===== config.mk =====
export PLATFORM = sky130hd
export DESIGN_NAME = mem_port_arbiter_flat
export DESIGN_NICKNAME = d
export VERILOG_FILES = /design/src/rtl/mem_port_arbiter_if.sv /design/src/rtl/mem_port_arbiter.sv /design/src/flat_wrapper.sv
export SDC_FILE = /design/constraint.sdc
export NUM_CORES = 1
export LEC_CHECK = 0
export ABC_AREA = 0
export ABC_CLOCK_PERIOD_IN_PS = 3250
export BUFFER_PORTS_ARGS = -buffer_cell sky130_fd_sc_hd__buf_2
export CAP_MARGIN = 10
export CORE_ASPECT_RATIO = 1.4
export CORE_MARGIN = 2
export CORE_UTILIZATION = 49
export CTS_BUF_LIST = sky130_fd_sc_hd__clkbuf_8 sky130_fd_sc_hd__clkbuf_16
export CTS_CLUSTER_DIAMETER = 100
export CTS_CLUSTER_SIZE = 16
export DETAILED_ROUTE_END_ITERATION = 6
export PLACE_DENSITY = 0.85
export SLEW_MARGIN = 20
export SYNTH_ARGS = -nofsm -noshare
export SYNTH_HDL_FRONTEND = slang
export SYNTH_SLANG_ARGS = --single-unit
export TNS_END_PERCENT = 1

===== constraint.sdc =====
create_clock -name clk -period 3.25 [get_ports clk]
set_clock_uncertainty 0.1 [all_clocks]
set_input_delay 0.65 -clock clk [delete_from_list [all_inputs] [get_ports clk]]
set_output_delay 0.65 -clock clk [all_outputs]
set_load 0.005 [all_outputs]

===== src/rtl/mem_port_arbiter_if.sv =====
// Bundle of the icache, dcache and memory-port signals seen by mem_port_arbiter.
// The arbiter uses modport slave; the caches plus memory side use modport master.
interface mem_port_arbiter_if #(
  parameter int ADDR_WIDTH = 32,
  parameter int DATA_WIDTH = 32
);
  // Handshakes: icache_read / dcache_rw_flag are level requests held until their done pulse
  // (icache_valid, dcache_read_valid, dcache_write_valid: one cycle each); mem_req is held with
  // stable mem_we/addr/wdata/mask until a one-cycle mem_ack, which qualifies mem_rdata.
  logic                  icache_read;
  logic [ADDR_WIDTH-1:0] icache_addr;
  logic                  icache_valid;
  logic [DATA_WIDTH-1:0] icache_inst;

  logic [1:0]            dcache_rw_flag;
  logic [ADDR_WIDTH-1:0] dcache_addr;
  logic [DATA_WIDTH-1:0] dcache_write_data;
  logic [3:0]            dcache_write_mask;
  logic                  dcache_read_valid;
  logic [DATA_WIDTH-1:0] dcache_read_data;
  logic                  dcache_write_valid;

  logic                  mem_req;
  logic                  mem_we;
  logic [ADDR_WIDTH-1:0] mem_addr;
  logic [DATA_WIDTH-1:0] mem_wdata;
  logic [3:0]            mem_mask;
  logic                  mem_ack;
  logic [DATA_WIDTH-1:0] mem_rdata;

  modport slave (
    input  icache_read, icache_addr,
    input  dcache_rw_flag, dcache_addr, dcache_write_data, dcache_write_mask,
    input  mem_ack, mem_rdata,
    output icache_valid, icache_inst,
    output dcache_read_valid, dcache_read_data, dcache_write_valid,
    output mem_req, mem_we, mem_addr, mem_wdata, mem_mask
  );

  modport master (
    output icache_read, icache_addr,
    output dcache_rw_flag, dcache_addr, dcache_write_data, dcache_write_mask,
    output mem_ack, mem_rdata,
    input  icache_valid, icache_inst,
    input  dcache_read_valid, dcache_read_data, dcache_write_valid,
    input  mem_req, mem_we, mem_addr, mem_wdata, mem_mask
  );
endinterface


===== src/rtl/mem_port_arbiter.sv =====
// Shares one memory port between icache (read-only) and dcache (read/write).
// Optional MEM_ARB_RR_EN: round-robin ties instead of dcache priority with a starvation guard.
module mem_port_arbiter #(
  parameter int ADDR_WIDTH   = 32,
  parameter int DATA_WIDTH   = 32,
  parameter int STARVE_LIMIT = 4
) (
  input  logic                clk,
  input  logic                rst,
  mem_port_arbiter_if.slave   bus,
  output logic [1:0]          state_o
);

  localparam int CW = $clog2(STARVE_LIMIT + 1);
  localparam logic [CW-1:0] LIMIT = CW'(STARVE_LIMIT);

  typedef enum logic [1:0] {
    IDLE    = 2'd0,
    BUSY_I  = 2'd1,
    BUSY_D  = 2'd2,
    RELEASE = 2'd3
  } state_e;

  state_e                state_q, state_d;
  logic [CW-1:0]         starve_q, starve_d;
  logic                  last_d_q, last_d_d;
  logic                  we_q, we_d;
  logic [ADDR_WIDTH-1:0] addr_q, addr_d;
  logic [DATA_WIDTH-1:0] wdata_q, wdata_d;
  logic [3:0]            mask_q, mask_d;
  logic                  ivalid_q, ivalid_d;
  logic                  rvalid_q, rvalid_d;
  logic                  wvalid_q, wvalid_d;
  logic [DATA_WIDTH-1:0] inst_q, inst_d;
  logic [DATA_WIDTH-1:0] rdata_q, rdata_d;

  logic i_req, d_rd, d_wr, d_req, grant_i, grant_d;

  // Reserved flag 2'b11 decodes as neither read nor write, i.e. no request.
  always_comb begin
    i_req = bus.icache_read;
    d_rd  = (bus.dcache_rw_flag == 2'b01);
    d_wr  = (bus.dcache_rw_flag == 2'b10);
    d_req = d_rd | d_wr;
`ifdef MEM_ARB_RR_EN
    grant_i = i_req && (!d_req || last_d_q);
`else
    grant_i = i_req && (!d_req || (starve_q == LIMIT));
`endif
    grant_d = d_req && !grant_i;
  end

  always_comb begin
    state_d  = state_q;
    starve_d = starve_q;
    last_d_d = last_d_q;
    we_d     = we_q;
    addr_d   = addr_q;
    wdata_d  = wdata_q;
    mask_d   = mask_q;
    ivalid_d = 1'b0;
    rvalid_d = 1'b0;
    wvalid_d = 1'b0;
    inst_d   = inst_q;
    rdata_d  = rdata_q;
    case (state_q)
      IDLE: begin
        if (grant_i) begin
          state_d  = BUSY_I;
          we_d     = 1'b0;
          addr_d   = bus.icache_addr;
          wdata_d  = '0;
          mask_d   = 4'b0000;
          last_d_d = 1'b0;
        end else if (grant_d) begin
          state_d  = BUSY_D;
          we_d     = d_wr;
          addr_d   = bus.dcache_addr;
          wdata_d  = d_wr ? bus.dcache_write_data : '0;
          mask_d   = d_wr ? bus.dcache_write_mask : 4'b0000;
          last_d_d = 1'b1;
        end
`ifndef MEM_ARB_RR_EN
        // Counts dcache wins that left a waiting icache behind; saturates at the limit.
        if (!i_req || grant_i) begin
          starve_d = '0;
        end else if (grant_d && (starve_q != LIMIT)) begin
          starve_d = starve_q + CW'(1);
        end
`endif
      end
      BUSY_I: begin
        if (bus.mem_ack) begin
          state_d  = RELEASE;
          ivalid_d = 1'b1;
          inst_d   = bus.mem_rdata;
        end
      end
      BUSY_D: begin
        if (bus.mem_ack) begin
          state_d = RELEASE;
          if (we_q) begin
            wvalid_d = 1'b1;
          end else begin
            rvalid_d = 1'b1;
            rdata_d  = bus.mem_rdata;
          end
        end
      end
      RELEASE: state_d = IDLE;
      default: state_d = IDLE;
    endcase
  end

  always_ff @(posedge clk) begin
    if (!rst) begin
      state_q  <= IDLE;
      starve_q <= '0;
      last_d_q <= 1'b1;
      we_q     <= 1'b0;
      addr_q   <= '0;
      wdata_q  <= '0;
      mask_q   <= 4'b0000;
      ivalid_q <= 1'b0;
      rvalid_q <= 1'b0;
      wvalid_q <= 1'b0;
      inst_q   <= '0;
      rdata_q  <= '0;
    end else begin
      state_q  <= state_d;
      starve_q <= starve_d;
      last_d_q <= last_d_d;
      we_q     <= we_d;
      addr_q   <= addr_d;
      wdata_q  <= wdata_d;
      mask_q   <= mask_d;
      ivalid_q <= ivalid_d;
      rvalid_q <= rvalid_d;
      wvalid_q <= wvalid_d;
      inst_q   <= inst_d;
      rdata_q  <= rdata_d;
    end
  end

  assign bus.mem_req            = (state_q == BUSY_I) || (state_q == BUSY_D);
  assign bus.mem_we             = we_q;
  assign bus.mem_addr           = addr_q;
  assign bus.mem_wdata          = wdata_q;
  assign bus.mem_mask           = mask_q;
  assign bus.icache_valid       = ivalid_q;
  assign bus.icache_inst        = inst_q;
  assign bus.dcache_read_valid  = rvalid_q;
  assign bus.dcache_read_data   = rdata_q;
  assign bus.dcache_write_valid = wvalid_q;
  assign state_o                = state_q;

endmodule


===== src/flat_wrapper.sv =====
// flat-port wrapper written by rule: the top's interface ports become plain ports
module mem_port_arbiter_flat 
#(
  parameter int ADDR_WIDTH   = 32,
  parameter int DATA_WIDTH   = 32,
  parameter int STARVE_LIMIT = 4
)
  (clk, rst, state_o, bus_icache_read, bus_icache_addr, bus_dcache_rw_flag, bus_dcache_addr, bus_dcache_write_data, bus_dcache_write_mask, bus_mem_ack, bus_mem_rdata, bus_icache_valid, bus_icache_inst, bus_dcache_read_valid, bus_dcache_read_data, bus_dcache_write_valid, bus_mem_req, bus_mem_we, bus_mem_addr, bus_mem_wdata, bus_mem_mask);
  mem_port_arbiter_if #(.ADDR_WIDTH(ADDR_WIDTH), .DATA_WIDTH(DATA_WIDTH)) bus_i ();
  input  logic clk;
  input  logic rst;
  output logic [1:0] state_o;
  input wire logic [$bits(bus_i.icache_read)-1:0] bus_icache_read;
  input wire logic [$bits(bus_i.icache_addr)-1:0] bus_icache_addr;
  input wire logic [$bits(bus_i.dcache_rw_flag)-1:0] bus_dcache_rw_flag;
  input wire logic [$bits(bus_i.dcache_addr)-1:0] bus_dcache_addr;
  input wire logic [$bits(bus_i.dcache_write_data)-1:0] bus_dcache_write_data;
  input wire logic [$bits(bus_i.dcache_write_mask)-1:0] bus_dcache_write_mask;
  input wire logic [$bits(bus_i.mem_ack)-1:0] bus_mem_ack;
  input wire logic [$bits(bus_i.mem_rdata)-1:0] bus_mem_rdata;
  output wire logic [$bits(bus_i.icache_valid)-1:0] bus_icache_valid;
  output wire logic [$bits(bus_i.icache_inst)-1:0] bus_icache_inst;
  output wire logic [$bits(bus_i.dcache_read_valid)-1:0] bus_dcache_read_valid;
  output wire logic [$bits(bus_i.dcache_read_data)-1:0] bus_dcache_read_data;
  output wire logic [$bits(bus_i.dcache_write_valid)-1:0] bus_dcache_write_valid;
  output wire logic [$bits(bus_i.mem_req)-1:0] bus_mem_req;
  output wire logic [$bits(bus_i.mem_we)-1:0] bus_mem_we;
  output wire logic [$bits(bus_i.mem_addr)-1:0] bus_mem_addr;
  output wire logic [$bits(bus_i.mem_wdata)-1:0] bus_mem_wdata;
  output wire logic [$bits(bus_i.mem_mask)-1:0] bus_mem_mask;
  assign bus_i.icache_read = bus_icache_read;
  assign bus_i.icache_addr = bus_icache_addr;
  assign bus_i.dcache_rw_flag = bus_dcache_rw_flag;
  assign bus_i.dcache_addr = bus_dcache_addr;
  assign bus_i.dcache_write_data = bus_dcache_write_data;
  assign bus_i.dcache_write_mask = bus_dcache_write_mask;
  assign bus_i.mem_ack = bus_mem_ack;
  assign bus_i.mem_rdata = bus_mem_rdata;
  assign bus_icache_valid = bus_i.icache_valid;
  assign bus_icache_inst = bus_i.icache_inst;
  assign bus_dcache_read_valid = bus_i.dcache_read_valid;
  assign bus_dcache_read_data = bus_i.dcache_read_data;
  assign bus_dcache_write_valid = bus_i.dcache_write_valid;
  assign bus_mem_req = bus_i.mem_req;
  assign bus_mem_we = bus_i.mem_we;
  assign bus_mem_addr = bus_i.mem_addr;
  assign bus_mem_wdata = bus_i.mem_wdata;
  assign bus_mem_mask = bus_i.mem_mask;
  mem_port_arbiter #(.ADDR_WIDTH(ADDR_WIDTH), .DATA_WIDTH(DATA_WIDTH), .STARVE_LIMIT(STARVE_LIMIT)) u_core (.clk(clk), .rst(rst), .bus(bus_i), .state_o(state_o));
endmodule

# Word level (Yosys, flattened, before mapping)
# Index checks and enable logic that the tools add are counted.
op_classes:
  reduce_logical: 20
  add_sub_neg: 1
  n_mux: 19
  bitwise: 2
  eq_ne: 9
op_table:
  columns: ["cell", "n"]
  rows:
  - ["2-to-1 mux 32 bit", 5]
  - ["2-to-1 mux 4 bit", 3]
  - ["AND reduction 2 bit", 5]
  - ["== test 2 bit (second input constant)", 3]
  - ["2-to-1 mux 2 bit", 3]
  - ["2-to-1 mux 3 bit", 2]
  - ["one-hot mux 2 bit (3 select lines)", 1]
  - ["AND reduction 3 bit", 2]
  - ["2-to-1 mux 1 bit", 5]
  - ["== test 2 x 1 -> 1 bit (second input constant)", 2]
  - ["nonzero test 2 bit", 2]
  - ["adder 3 x 1 -> 3 bit (second input constant)", 1]
  - ["== test 3 bit (second input constant)", 1]
  - ["logical AND 1 bit", 3]
  - ["logical NOT 1 bit", 3]
  - ["logical OR 1 bit", 3]
  - ["inequality test 3 x 1 -> 1 bit (second input constant)", 1]
  - ["inequality test 3 bit (second input constant)", 1]
  - ["logical NOT 2 bit", 1]
  - ["inequality test 2 x 1 -> 1 bit (second input constant)", 1]
  - ["OR reduction 2 bit", 1]
  - ["NOT 1 bit", 1]
  - ["OR 1 bit", 1]
totals:
  inputBits: 138
  regBits: 141
  out_inout_bits: 139

# Logic depth before layout (Yosys ltp)
# Gate-level depths: netlist of run 1.
logic_depth:
  ltp_word: 10
  depth_mapped: 8
  ltp_nobuf: 5

# Worst setup path before layout of run 1
# No wires, ideal clock.
synth_path:
  path_type: "input-to-reg"
  from: "in bus_dcache_rw_flag[0]"
  to: "reg u_core.addr_q[14], in the netlist u_core.bus.mem_addr[14]"
  path_stages: 7
  arrival_ns: 2.040
  slack_ns: 0.991
  cell_sequence: "inv_1 > ha_1 > a21o_1 > buf_2 > buf_2 > a311o_1 > o221a_1"
synth_between:
  elab_chain_len: 9
synth_rtl:
  columns: ["item", "line", "source"]
  rows:
  - ["from (decl)", "flat_wrapper.sv:15", "input wire logic [$bits(bus_i.dcache_rw_flag)-1:0] bus_dcache_rw_flag;"]
  - ["== test 2 x 1 -> 1 bit / == test 2 bit (equally long branches)", "mem_port_arbiter.sv:42, mem_port_arbiter.sv:43", null]
  - ["OR 1 bit *", "mem_port_arbiter.sv:44", "d_req = d_rd | d_wr;"]
  - ["logical NOT 1 bit", "mem_port_arbiter.sv:48", "grant_i = i_req && (!d_req || (starve_q == LIMIT));"]
  - ["logical OR 1 bit", "mem_port_arbiter.sv:48", null]
  - ["logical AND 1 bit", "mem_port_arbiter.sv:48", null]
  - ["logical NOT 1 bit", "mem_port_arbiter.sv:50", "grant_d = d_req && !grant_i;"]
  - ["logical AND 1 bit", "mem_port_arbiter.sv:50", null]
  - ["nonzero test 2 bit (no line)", null, null]
  - ["AND reduction 2 bit (no line)", null, null]
  - ["to (signal assigned)", "mem_port_arbiter.sv:134", "addr_q <= addr_d;"]
  - ["to (decl)", "mem_port_arbiter.sv:28", "logic [ADDR_WIDTH-1:0] addr_q, addr_d;"]
# Every way passes the cells marked *; elsewhere a longest branch is shown, timed or not.
# A chain may end at the register's enable or synchronous reset.

# Worst setup path in the final report of run 1
layout_path:
  from: "reg u_core.state_q[0], in the netlist u_core.state_o[0]"
  to: "reg u_core.wdata_q[19], in the netlist u_core.bus.mem_wdata[19]"
layout_between:
  elab_chain_len: 2
layout_rtl:
  columns: ["item", "line", "source"]
  rows:
  - ["from (decl)", "mem_port_arbiter.sv:24", "state_e state_q, state_d;"]
  - ["from (signal assigned)", "mem_port_arbiter.sv:130", "state_q <= state_d;"]
  - ["logical NOT 2 bit", "mem_port_arbiter.sv:66", "case (state_q)"]
  - ["AND reduction 2 bit (no line)", null, null]
  - ["to (signal assigned)", "mem_port_arbiter.sv:135", "wdata_q <= wdata_d;"]
  - ["to (decl)", "mem_port_arbiter.sv:29", "logic [DATA_WIDTH-1:0] wdata_q, wdata_d;"]
# No other way between the ends.

==> results of run 1 <==
-- layout make-up --
type,instances,area [µm²],share of cell area (%)
Clock buffer,20,467,6.10
Timing Repair Buffer,289,1480,19.3
Multi-Input combinational cell,364,2540,33.2
Sequential cell,141,2820,36.9
Inverter,7,26.3,0.344
Tap cell,144,180,2.36
Clock inverter,12,134,1.75
-- worst max-delay path by stage --
stage / start / end
after detailed placement: bus_dcache_rw_flag[0] / u_core.bus.mem_wdata[24]
after floorplan: bus_dcache_rw_flag[0] / u_core.bus.mem_addr[14]
after global routing: u_core.state_o[0] / u_core.bus.mem_wdata[24]
after CTS: u_core.state_o[0] / u_core.bus.mem_wdata[19]
after global placement: bus_dcache_rw_flag[0] / u_core.bus.mem_wdata[10]
final: u_core.state_o[0] / u_core.bus.mem_wdata[19]
-- power groups by stage --
stage | Clock (mW) | Sequential (mW) | Combinational, mW
2_1_floorplan | 0 | 2.27 | 0.967
3_3_place_gp | 0 | 2.24 | 1.55
3_5_place_dp | 0 | 2.25 | 1.63
4_1_cts | 1.97 | 2.22 | 1.63
5_1_grt | 2.05 | 2.26 | 1.80
6_report | 1.94 | 2.22 | 1.62
-- logic make-up (layout without fill, tap and decap cells) --
family / count (synthesis) / in the layout / share of synthesized area (%)
mux: 2 / 2 / 0.378
compound gates: 207 / 207 / 32.3
xor+xnor: 2 / 2 / 0.311
buf+inv: 63 / 328 / 4.82
flops: 141 / 141 / 50.1
fa+ha+maj: 7 / 7 / 1.56
simple gates: 146 / 146 / 10.5
-- state kept, by name (all words and copies together), names as in the netlist --
register,cells
u_core.bus.dcache_read_data,32
u_core.bus.dcache_read_valid,1
u_core.bus.dcache_write_valid,1
u_core.bus.icache_inst,32
u_core.bus.icache_valid,1
u_core.bus.mem_addr,32
u_core.bus.mem_mask,4
u_core.bus.mem_wdata,32
u_core.bus.mem_we,1
u_core.starve_q,3
u_core.state_o,2
-- cells in the mapped netlist (2+ instances only) --
| library cell | number |
|---|---|
| nor2_1 | 2 |
| dfxtp_1 | 141 |
| buf_2 | 10 |
| buf_6 | 3 |
| nor2b_1 | 2 |
| a22o_1 | 36 |
| o21a_1 | 2 |
| inv_2 | 2 |
| o221a_1 | 31 |
| nor3b_1 | 3 |
| o221a_2 | 2 |
| ha_1 | 7 |
| clkbuf_1 | 43 |
| a21o_1 | 2 |
| nand2_1 | 131 |
| inv_1 | 5 |
| a21boi_1 | 51 |
| and3b_1 | 2 |
| a21boi_0 | 47 |
| and2_1 | 2 |
| a311o_1 | 32 |
-- stage by stage --
step                      cell area (µm²)  util, %  hold WS (ns)  instances
after global routing                 7650     67.8         0.335        977
after global placement               7050     62.5         0.338        945
final                                7650     67.8         0.349        977
after CTS                            7650     67.8         0.342        977
after detailed placement             7050     62.5         0.342        945
after floorplan                      5630        -         0.351        568
-- critical path, stage by stage, from the launching register on --
cell and delay (ns):
dfxtp_1 0.40, inv_1 0.10, ha_1 0.26, inv_2 0.51, o21a_1 0.22, buf_4 0.35
a22o_1 0.22
-- layer usage --
metal,up-vias,global-route usage (%),wire [µm]
met5,-,0,0
met4,0,9.29,247
met3,20,6.31,1110
met2,212,43.4,8360
met1,2527,28.7,6460
li1,2559,-,-
==> implementation parameters, run 1 <==
Parameter                              Value

Outcome
  Run status    finished, final reports clean

Route
  Detailed-router iteration count before antenna repair    5
  Total via count in the routed design    between 5,000 and 6,000
  Number of vias per cell after detailed routing    between 5 and 6
  Antenna violation net count after detailed routing    0
  Wire length per cell    around 17 µm
  DRC marker count from the first detailed-route iteration    210
  Number of DRC violations after detailed routing    0
  DRT Wirelength    ~16 mm

Global routing
  Global-route wire length before repair    approximately 24 mm
  Overall routing resource usage    roughly a quarter
  Via count of the first global-routing pass    ~5,000
  Global route overflow    0
  Pin count of the biggest net entering global routing    78
  Initial antenna violation count    0

Clock network
  CTS clock-pin slew for the worst setup and hold paths    roughly 0.060 ns
  Clock latency at the later pin of the worst-skew pair    0.40 ns
  Number of buffers inserted during clock tree synthesis    17
  Clock root buffer master    clkbuf_16
  Number of buffers inserted by hold repair at cts    0
  TritonCTS sink count    141
  Maximum buffer depth of the clock tree    2
  Postcts setup bufs    0
  CTS H-Tree Depth    4
  Post-CTS Resized    0
  Clock tree from TritonCTS    done

Yosys
  Cell area after technology mapping    5630 µm²
  Share of flip-flops with an asynchronous set or reset    0%
  Number of flops mapped to enable cells by yosys    0
  Area fraction of the dominant cell type after synthesis    between 50 and 60%
  Number of warning messages in the yosys log    0
  Dominant register cell in the synthesized netlist    dfxtp_1
  Instance count of the mapped netlist    about 570
  Sequential cell area fraction in the yosys report    between 50 and 60%
  Largest cells by area after synthesis    dfxtp_1, nand2_1, a21boi_1, a21boi_0, o221a_1
  Library cell occupying the most area in the post-synthesis netlist    dfxtp_1
  Synth Net Count    between 700 and 800
  Post-synthesis cell type count    33
  Syn Area/Cell    9.91 µm²
  Flip-flop and latch count after synthesis    141

Power
  Total power    between 5 and 6 mW
  NetSw    roughly 1.8 mW
  Peak VDD IR    around 0.43 mV
  Leak    roughly 3.6 nW
  Share of total power consumed by net switching    30.9%
  Power per unit of standard cell area    757 nW/µm²
  Power share of the clock group    33.5%
  Int Power    4.00 mW
  Sequential Power Share    a little under two fifths
  Part of the power in combinational logic    around 28%

Floorplanning
  Die X-Extent    approximately 95 µm
  I/O pin count    277
  Die area    approximately 12,000 µm²
  Die boundary height    131 µm
  Site Rows    46
  Starting Density    around 50%
  Core ar.    around 11,000 µm²

Min path
  Count of cells along the worst hold path    2
  WHS Endpoint    u_core.bus.dcache_read_data[22]
  Worst min-delay path startpoint    u_core.bus.dcache_read_data[22]
  Worst hold-check path type    flip-flop to flip-flop

Setup path
  Critical R2R Launch    u_core.state_o[0]
  Maximum net fanout on the critical path    37
  RR Endpoint    u_core.bus.mem_wdata[19]
  CP endpoint kind    flip-flop
  Crit path DAT    roughly 2.5 ns
  Critical Path Start Type    flip-flop
  Kind of critical path    flip-flop to flip-flop
  Number of cells on the worst reg-to-reg path    6
  Flop-to-flop setup slack    a little over 1 ns
  Worst endpoint required time    around 3.5 ns

Placed design
  Hpwl dp    roughly 11 mm
  Routability congestion estimate    slightly below 0.8
  I/O Buffers    ~280
  Setup Slack @ Placement    0.646 ns

STA
  Clock period minus worst slack    around 2.2 ns
  Final-layout setup total negative slack    0 ns
  Number of hold violations in the final report    0
  Measured slew at the worst slew-check pin    between 0.6 and 0.7 ns
  Period utilisation layout    about 70%
  Final setup violation count    0
  Fin worst setup slack    ~1.0 ns
  Relative slew slack    ~56%
  Count of pins over their slew limit    0
  RSZ-0062 raised after global routing    false
  Maximum achievable frequency    approximately 450 MHz

Finish
  Leading cell type in the layout, fill and taps excluded    buf_2
  Fill cells    ~900
  Fraction of layout instances using a drive strength above 1    between 30 and 40%
  Final #Nets    965
  Top library cells by usage in the layout, fill and taps aside    buf_2, dfxtp_1, nand2_1
  Area Overhead vs Synth    35.8%
  Number of antenna cells inserted    0

Run
  Max-Cap Viols    0
(Power assumes the default switching activity.)
==> inputs of run 2 (changes only) <==
--- a/config.mk
+++ b/config.mk
@@ -5,18 +5,18 @@
 export SDC_FILE = /design/constraint.sdc
 export NUM_CORES = 1
 export LEC_CHECK = 0
-export ABC_AREA = 0
-export ABC_CLOCK_PERIOD_IN_PS = 3250
+export ABC_AREA = 1
+export ABC_CLOCK_PERIOD_IN_PS = 1920
 export BUFFER_PORTS_ARGS = -buffer_cell sky130_fd_sc_hd__buf_2
 export CAP_MARGIN = 10
 export CORE_ASPECT_RATIO = 1.4
 export CORE_MARGIN = 2
-export CORE_UTILIZATION = 49
+export CORE_UTILIZATION = 41
 export CTS_BUF_LIST = sky130_fd_sc_hd__clkbuf_8 sky130_fd_sc_hd__clkbuf_16
 export CTS_CLUSTER_DIAMETER = 100
 export CTS_CLUSTER_SIZE = 16
 export DETAILED_ROUTE_END_ITERATION = 6
-export PLACE_DENSITY = 0.85
+export PLACE_DENSITY = 0.75
 export SLEW_MARGIN = 20
 export SYNTH_ARGS = -nofsm -noshare
 export SYNTH_HDL_FRONTEND = slang
==> constraint.sdc (replaced) <==
create_clock -name clk -period 1.92 [get_ports clk]
set_clock_uncertainty 0.1 [all_clocks]
set_input_delay 0.384 -clock clk [delete_from_list [all_inputs] [get_ports clk]]
set_output_delay 0.384 -clock clk [all_outputs]
set_load 0.005 [all_outputs]
==> run 2 against run 1 <==
Sequential power is 74% higher. Final cell count is 26% higher. Count of clock-buffer cells in the layout fell by 2. Area after synthesis did not move. Largest cell class unchanged. Largest power group unchanged.
==> implementation parameters, run 2 <==
Parameter                              Value

Yosys
  Syn Area/Cell    just over 7 µm²
  Share of flip-flops with an asynchronous set or reset    0%
  Top-count cell post-synth    nor2_1
  Largest cells by area after synthesis    dfxtp_1, nor2_1, nand3_1, nand2_1, o21ai_0
  Library cell occupying the most area in the post-synthesis netlist    dfxtp_1
  Post-synthesis cell type count    21
  Number of flops mapped to enable cells by yosys    0
  Dominant register cell in the synthesized netlist    dfxtp_1
  Leading cell types by count after synthesis    nor2_1, dfxtp_1, nand3_1, nand2_1, o21ai_0
  Number of warning messages in the yosys log    0
  Area fraction of the dominant cell type after synthesis    50.1%
  Synth Net Count    about 920
  Flip-flop and latch count after synthesis    between 100 and 150
  Instance count of the mapped netlist    between 700 and 800
  Cell area after technology mapping    between 5000 and 6000 µm²
  Sequential cell area fraction in the yosys report    between 50% and 60%

Route
  Number of vias per cell after detailed routing    between 4 and 5
  DRC marker count from the first detailed-route iteration    between 200 and 300
  Antenna violation net count after detailed routing    0
  DRT Wirelength    roughly 16 mm
  Total length of routed met2 wires    8.21 mm
  Number of DRC violations after detailed routing    0
  Total via count in the routed design    between 5,000 and 6,000
  Wire length per cell    approximately 13 µm
  Routed metal-1 wirelength    approximately 6.7 mm
  Max Used Layer    met5
  Routed met3 length    between 1 and 1.5 mm
  Detailed-router iteration count before antenna repair    5

Floorplanning
  Starting Density    around 42%
  Die area    between 10,000 and 15,000 µm²
  Die boundary height    143 µm
  I/O pin count    around 280
  Die X-Extent    between 100 and 150 µm
  Core ar.    13,400 µm²
  Site Rows    50

STA
  Final setup violation count    0
  RSZ-0062 raised after global routing    false
  Clock period minus worst slack    around 1.8 ns
  Fin worst setup slack    a little over 0.09 ns
  Final-layout setup total negative slack    0 ns
  Count of pins over their slew limit    0
  Number of hold violations in the final report    0
  Measured slew at the worst slew-check pin    around 0.4 ns
  Worst slack on hold paths    between 0.09 and 0.1 ns
  Relative slew slack    roughly 74%
  Maximum achievable frequency    around 550 MHz
  Period utilisation layout    95.2%

Finish
  Finished layout cell area    roughly 8000 µm²
  Fill cells    roughly 1,300
  Area Overhead vs Synth    39.1%
  Final Util    58.5%
  Top library cells by usage in the layout, fill and taps aside    buf_2, nor2_1, dfxtp_1
  Leading cell type in the layout, fill and taps excluded    buf_2
  Area taken by flip-flops and latches    2820 µm²
  Fraction of layout instances using a drive strength above 1    31.6%
  Final #Nets    between 1,000 and 1,500
  Area used by multi-input combinational logic    about 2400 µm²

Setup path
  Critical Path Start Type    flip-flop
  Worst endpoint required time    between 1 and 1.5 ns
  Number of cells on the worst reg-to-reg path    7
  Kind of critical path    flip-flop to output pin
  Crit path DAT    between 1 and 1.5 ns
  Flop-to-flop setup slack    roughly 0.22 ns
  CP endpoint kind    output pin
  RR Endpoint    u_core.bus.mem_addr[7]
  Critical R2R Launch    u_core.state_o[0]
  Maximum net fanout on the critical path    4

Clock network
  Number of buffers inserted during clock tree synthesis    17
  Clock root buffer master    clkbuf_16
  TritonCTS sink count    141
  Post-CTS Resized    0
  Number of buffers inserted by hold repair at cts    0
  Postcts setup bufs    0
  Maximum buffer depth of the clock tree    2
  Clock latency at the later pin of the worst-skew pair    ~0.40 ns
  CTS H-Tree Depth    4
  Clock tree from TritonCTS    done
  CTS clock-pin slew for the worst setup and hold paths    around 0.06 ns

Min path
  WHS Endpoint    u_core.bus.mem_wdata[5]
  Count of cells along the worst hold path    3
  Worst hold-check path type    input pin to flip-flop
  Worst min-delay path startpoint    bus_dcache_write_data[5]

Run
  Max-Cap Viols    0

Power
  Leak    4.29 nW
  Peak VDD IR    0.714 mV
  Power per unit of standard cell area    around 1300 nW/µm²

Placed design
  Cell area after placement    7250 µm²
  Setup Slack @ Placement    approximately 0.043 ns
  I/O Buffers    ~280
  Routability congestion estimate    roughly 0.83
  Hpwl dp    roughly 12 mm

Global routing
  Initial antenna violation count    2
  Global route overflow    0
  Overall routing resource usage    21.8%
  Via count of the first global-routing pass    about 5,200
  Pin count of the biggest net entering global routing    between 100 and 150
  Global-route wire length before repair    25.5 mm

Outcome
  Run status    finished, final reports clean
run 2: power by group:
part / switching [mW] / internal [mW]
Combinational: 1.85 / 1.36
Clock: 1.33 / 1.84
Sequential: 0.306 / 3.56
Total: 3.48 / 6.77
run 2: worst max-delay path by stage:
| stage | slack [ns] | start | depth (start not counted) | endpoint |
|---|---|---|---|---|
| after global placement | 0.06 | bus_dcache_rw_flag[0] | 11 | u_core.bus.mem_addr[8] |
| after floorplan | 0.25 | bus_dcache_rw_flag[0] | 9 | u_core.state_o[0] |
| final | 0.09 | u_core.state_o[0] | 3 | bus_mem_req |
| after global routing | 0.002 | u_core.state_o[1] | 8 | u_core.bus.mem_addr[8] |
| after CTS | 0.06 | u_core.state_o[0] | 3 | bus_mem_req |
| after detailed placement | 0.04 | bus_dcache_rw_flag[0] | 11 | u_core.bus.mem_addr[8] |
run 2: layout make-up:
cell class	instances	share of cell area [%]
antenna	1	0.0320
timing repair buffer	294	21.0
clock inverter	14	1.74
clock buffer	18	5.61
multi-input combinational	538	30.5
tap	182	2.91
inverter	45	2.16
sequential	141	36.0
run 2: per-stage QoR:
step	instances	total power, mW
final	1233	10.2
after global routing	1232	11.0
after CTS	1232	10.4
after detailed placement	1200	7.16
after global placement	1200	7.11
after floorplan	778	5.81
run 2: cell families after synthesis:
group                      after synthesis  share of synthesized area, %
and+or+nand+nor                        458                          33.8
DFF                                    141                          50.1
buffers and inverters                   99                          7.60
xor gates and xnor gates                 1                         0.156
AOI/OAI and AO/OA                       72                          6.76
adders and majority gates                7                          1.56
run 2: per-layer routing:
layer	up-vias	GRT usage, %
met4	2	8.17
met2	230	36.8
met1	2606	26.3
li1	2998	-
met5	-	0
met3	30	5.82
run 2: critical path, stage by stage (launching register included):
cell,delay (ns)
dfxtp_1,0.37
inv_1,0.09
ha_1,0.33
buf_2,0.15
